--- src/rtl/fifo_param.sv ---
// Single-clock synchronous FIFO with registered read data, occupancy count,
// almost-full/almost-empty thresholds and one-cycle overflow/underflow pulses.
module fifo_param #(
  parameter int DATA_WIDTH   = 8,
  parameter int ADDR_WIDTH   = 5,
  parameter int AFULL_LEVEL  = 28,
  parameter int AEMPTY_LEVEL = 4
) (
  input  logic                  clock,
  input  logic                  reset,
  input  logic                  flush,
  input  logic                  write,
  input  logic [DATA_WIDTH-1:0] datain,
  input  logic                  read,
  output logic [DATA_WIDTH-1:0] dataout,
  output logic                  dataValid,
  output logic                  full,
  output logic                  empty,
  output logic                  almostFull,
  output logic                  almostEmpty,
  output logic [ADDR_WIDTH:0]   count,
  output logic                  overflow,
  output logic                  underflow
);

  localparam int DEPTH = 2 ** ADDR_WIDTH;
  localparam int PW    = ADDR_WIDTH + 1;
  localparam logic [PW-1:0] AFULL_CNT  = PW'(AFULL_LEVEL);
  localparam logic [PW-1:0] AEMPTY_CNT = PW'(AEMPTY_LEVEL);
  localparam logic [PW-1:0] PTR_ONE    = PW'(1);

  logic [DATA_WIDTH-1:0] mem_q [DEPTH];

  logic [PW-1:0]         wr_ptr_q, wr_ptr_d;
  logic [PW-1:0]         rd_ptr_q, rd_ptr_d;
  logic [DATA_WIDTH-1:0] dataout_q;
  logic                  valid_q, valid_d;
  logic                  ovf_q, ovf_d;
  logic                  udf_q, udf_d;

  logic                  read_en;
  logic                  write_en;
  logic [PW-1:0]         count_w;

  // Pointers carry an extra wrap bit so full and empty are distinguishable
  // when the low address bits match.
  assign empty   = (wr_ptr_q == rd_ptr_q);
  assign full    = (wr_ptr_q[ADDR_WIDTH] != rd_ptr_q[ADDR_WIDTH]) &&
                   (wr_ptr_q[ADDR_WIDTH-1:0] == rd_ptr_q[ADDR_WIDTH-1:0]);
  assign count_w = wr_ptr_q - rd_ptr_q;

  assign count       = count_w;
  assign almostFull  = (count_w >= AFULL_CNT);
  assign almostEmpty = (count_w <= AEMPTY_CNT);

  // No fall-through: an empty FIFO never serves a read, even with a write
  // in the same cycle. A full FIFO can take a write if a read frees a slot.
  assign read_en  = read & ~empty & ~flush;
  assign write_en = write & (~full | read_en) & ~flush;

  always_comb begin
    wr_ptr_d = wr_ptr_q;
    rd_ptr_d = rd_ptr_q;
    valid_d  = 1'b0;
    ovf_d    = 1'b0;
    udf_d    = 1'b0;
    if (flush) begin
      wr_ptr_d = '0;
      rd_ptr_d = '0;
    end else begin
      if (write_en) wr_ptr_d = wr_ptr_q + PTR_ONE;
      if (read_en)  rd_ptr_d = rd_ptr_q + PTR_ONE;
      valid_d = read_en;
      ovf_d   = write & ~write_en;
      udf_d   = read & ~read_en;
    end
  end

  always_ff @(posedge clock or posedge reset) begin
    if (reset) begin
      wr_ptr_q  <= '0;
      rd_ptr_q  <= '0;
      dataout_q <= '0;
      valid_q   <= 1'b0;
      ovf_q     <= 1'b0;
      udf_q     <= 1'b0;
    end else begin
      wr_ptr_q <= wr_ptr_d;
      rd_ptr_q <= rd_ptr_d;
      valid_q  <= valid_d;
      ovf_q    <= ovf_d;
      udf_q    <= udf_d;
      if (read_en) dataout_q <= mem_q[rd_ptr_q[ADDR_WIDTH-1:0]];
    end
  end

  // Storage is deliberately not reset; the pointers define what is valid.
  always_ff @(posedge clock) begin
    if (write_en) mem_q[wr_ptr_q[ADDR_WIDTH-1:0]] <= datain;
  end

  assign dataout   = dataout_q;
  assign dataValid = valid_q;
  assign overflow  = ovf_q;
  assign underflow = udf_q;

endmodule

--- config.mk ---
export PLATFORM = sky130hd
export DESIGN_NAME = fifo_param
export DESIGN_NICKNAME = d
export VERILOG_FILES = /design/src/rtl/fifo_param.sv
export SDC_FILE = /design/constraint.sdc
export NUM_CORES = 1
export LEC_CHECK = 0
export BUFFER_PORTS_ARGS = -buffer_cell sky130_fd_sc_hd__buf_2
export CAP_MARGIN = 20
export CORE_ASPECT_RATIO = 0.6
export CORE_MARGIN = 10
export CORE_UTILIZATION = 56
export CTS_CLUSTER_SIZE = 10
export DETAILED_ROUTE_END_ITERATION = 10
export PLACE_DENSITY = 0.8
export SLEW_MARGIN = 0
export SYNTH_ARGS = -nofsm -noshare
export SYNTH_HDL_FRONTEND = slang
export SYNTH_SLANG_ARGS = --single-unit
--- constraint.sdc ---
create_clock -name clock -period 9.35 [get_ports clock]
set_clock_uncertainty 0.2 [all_clocks]
set_input_delay 1.87 -clock clock [delete_from_list [all_inputs] [get_ports clock]]
set_output_delay 1.87 -clock clock [all_outputs]
set_load 0.005 [all_outputs]
==> metrics.txt <==
outcome=completed; # placed instances=915; Cell Rows=40; hold buffers post-CTS=0; Tcrit/Tclk final=0.594; Fin. Hold Viols=0; first-pass GRT wire length=38.8 mm; Critical Path Start Type=flop; I/O pin count=34; critical-path cell list=buf_4, inv_2, ha_1, o21ai_1, a21boi_1, or4_1, nand3_1, a2111oi_2, buf_2; GR Util met1=0.275; Clk Latency, worst-skew pair=550 ps; sw frac=0.239; commonest non-fill, non-tap cells in the layout=edfxtp_1, nor2_1, mux4_2; grt total ovfl=0; Fillers=1,364; number of global-route vias before repair=6,113; most common cell after layout, fill and taps aside=edfxtp_1; global placer's final weighted congestion=0.905; total core area=20,000 µm²; Hold EP=dataout[0]$_DFFE_PP0P_; Pleak=0.00401 µW; CTS-repair resized insts=0; top cells by area, synth=edfxtp_1, mux4_2, dfrtp_1; via count=6,023; Logic pwr share=0.118; Yosys top cell by area=edfxtp_1; Post-CTS Setup Inserts=0; share of the synthesized area in the top cell type=0.678; M2 GR Usage=0.288; initial antenna violation count=0; hold_ws=380 ps; GR Util met3=0.0703; Peak Freq=180 MHz; arrival time worst endpoint=3480 ps; Int Pwr=2150 µW; DRT iter0 DRCs=657; number of synthesized flops with an enable pin=256; Most Used Layer, Global Route=met2; synthesized cell area=11,300 µm²; Pre-antenna DRT Iters=5; ANT nets after route=0; final wirelength=25.4 mm; RSZ-0062 raised after global routing=false; slew margin rel.=0.335; # DRC=0; DP HPWL=15.8 mm; Synth cell types=48; Yosys warnings=0; Inserted Clock Buffers=31; delay of the slowest cell on the worst path=700 ps; die footprint=26,500 µm²; area delta synth->final=10.9%; Tightest Pin Transition=998 ps; Final setup violation count=0; pin count of the biggest net entering global routing=64; chip width=204 µm; Syn Nets=659; routed len/inst=26.1 µm; sequential power share=0.499; R2R Setup Slk=5150 ps; Clock power frac=0.382; R2R Path Start=rd_ptr_q[2]$_DFFE_PP0P_; Max Transition Viols Final=0; Net Sw Power=678 µW; crit end category=primary output; Via-to-Cell Ratio=6.19; Post-Synthesis Cells=635; syn_area_per_cell=17.9 µm²; hold path startpoint=dataout[0]$_DFFE_PP0P_; setup TNS after final layout=0 ps; Crit Path Class=flop to primary output; clock buffer depth=3; CP max stage cell=buf_4; Most used DFF post-synth=edfxtp_1; H-tree depth=1; fin util=0.630; # nets final=699; R2R cell count=8; height of the die=130 µm; async set or reset register ratio after synthesis=0.0824; Peak VDD IR=185 µV; clk slew on worst S/H paths=60 ps; antenna diode count=0; sequential area share after synthesis=0.729; Seq cells post-synth=279; Max FO, Critical Path=63; Max-Cap Viols=0; Min Clock Period, post-route=5550 ps; starting density of the core=0.568; root buf cell=clkbuf_16; Power Total=2830 µW; Crit path required time=7280 ps; hold path cells=2; Hold Crit Class=flop to flop; Pwr Density=225 nW/µm²; CTS tree=built; layout cell share with drive strength beyond 1=0.193; I/O Buffers=33; non-filler cells, final=973; R2R Path End=mem_q[1][2]$_DFFE_PP_; GRT Util Overall=0.195; Clock Sinks=279
## critical path, delay by kind of cell (launching register included)
family,cells,cell delay (ps)
fa+ha+maj,1,450
simple gates,2,280
buf+inv,3,1210
compound gates,3,640
flops,1,340
## layout make-up
type / count / area, µm² / area share
inverter: 15 / 56.3 / 0.00448
tap: 273 / 342 / 0.0272
clock inverter: 1 / 20.0 / 0.00159
timing repair buffer: 38 / 203 / 0.0161
multi-input combinational: 310 / 2810 / 0.224
sequential: 279 / 8270 / 0.658
clock buffer: 57 / 873 / 0.0695
## per-stage QoR
step                      instance area (µm²)  setup slack [ps]
after floorplan                         11300              5020
after global placement                  11700              4550
after detailed placement                11700              4390
after CTS                               12600              3800
after global routing                    12600              3500
final                                   12600              3800
## per-layer routing
layer	vias up	part of all wire
met5	-	0
met4	0	0.016
met3	41	0.11
met2	303	0.45
met1	3106	0.43
li1	2573	-
## cells in the mapped netlist, types with 9 or more instances
cell and count:
xnor2_1 10, nand2_1 47, nand3_1 9, mux2i_1 27
nor2_1 63, edfxtp_1 256, ha_1 10, inv_1 13
a21oi_1 17, dfrtp_1 23, mux4_2 54, clkbuf_1 9
## cell families (layout without fill, tap and decap cells)
family / count (synthesis) / in the layout / synth area share
buffers and inverters: 46 / 111 / 0.0234
multiplexers: 83 / 83 / 0.133
adder cells (fa/ha/maj): 11 / 11 / 0.0128
AND/OR/NAND/NOR: 146 / 146 / 0.0557
XOR/XNOR: 13 / 13 / 0.0100
AO/OA/AOI/OAI: 57 / 57 / 0.0362
flip-flops: 279 / 279 / 0.729
## worst max-delay path by stage
stage | depth (start not counted) | endpoint | start
floorplan | 10 | almostFull | rd_ptr_q[2]$_DFFE_PP0P_
global placement | 9 | almostEmpty | rd_ptr_q[2]$_DFFE_PP0P_
detailed placement | 9 | almostEmpty | rd_ptr_q[2]$_DFFE_PP0P_
CTS | 9 | almostEmpty | rd_ptr_q[2]$_DFFE_PP0P_
global route | 9 | almostEmpty | rd_ptr_q[2]$_DFFE_PP0P_
finish | 9 | almostEmpty | rd_ptr_q[2]$_DFFE_PP0P_
## state kept, by name (all words and copies together), names as in the netlist
signal / count
rd_ptr_q: 6
overflow: 1
dataout: 8
underflow: 1
wr_ptr_q: 6
mem_q: 256
dataValid: 1
## power groups by stage
stage	Combinational [µW]	Sequential [µW]	Clock [µW]
global route	366	1420	1150
detailed placement	335	1440	0
CTS	337	1410	1090
floorplan	226	1430	0
global placement	324	1440	0
finish	335	1410	1080
No activity file was read; power rests on OpenSTA's default activity.
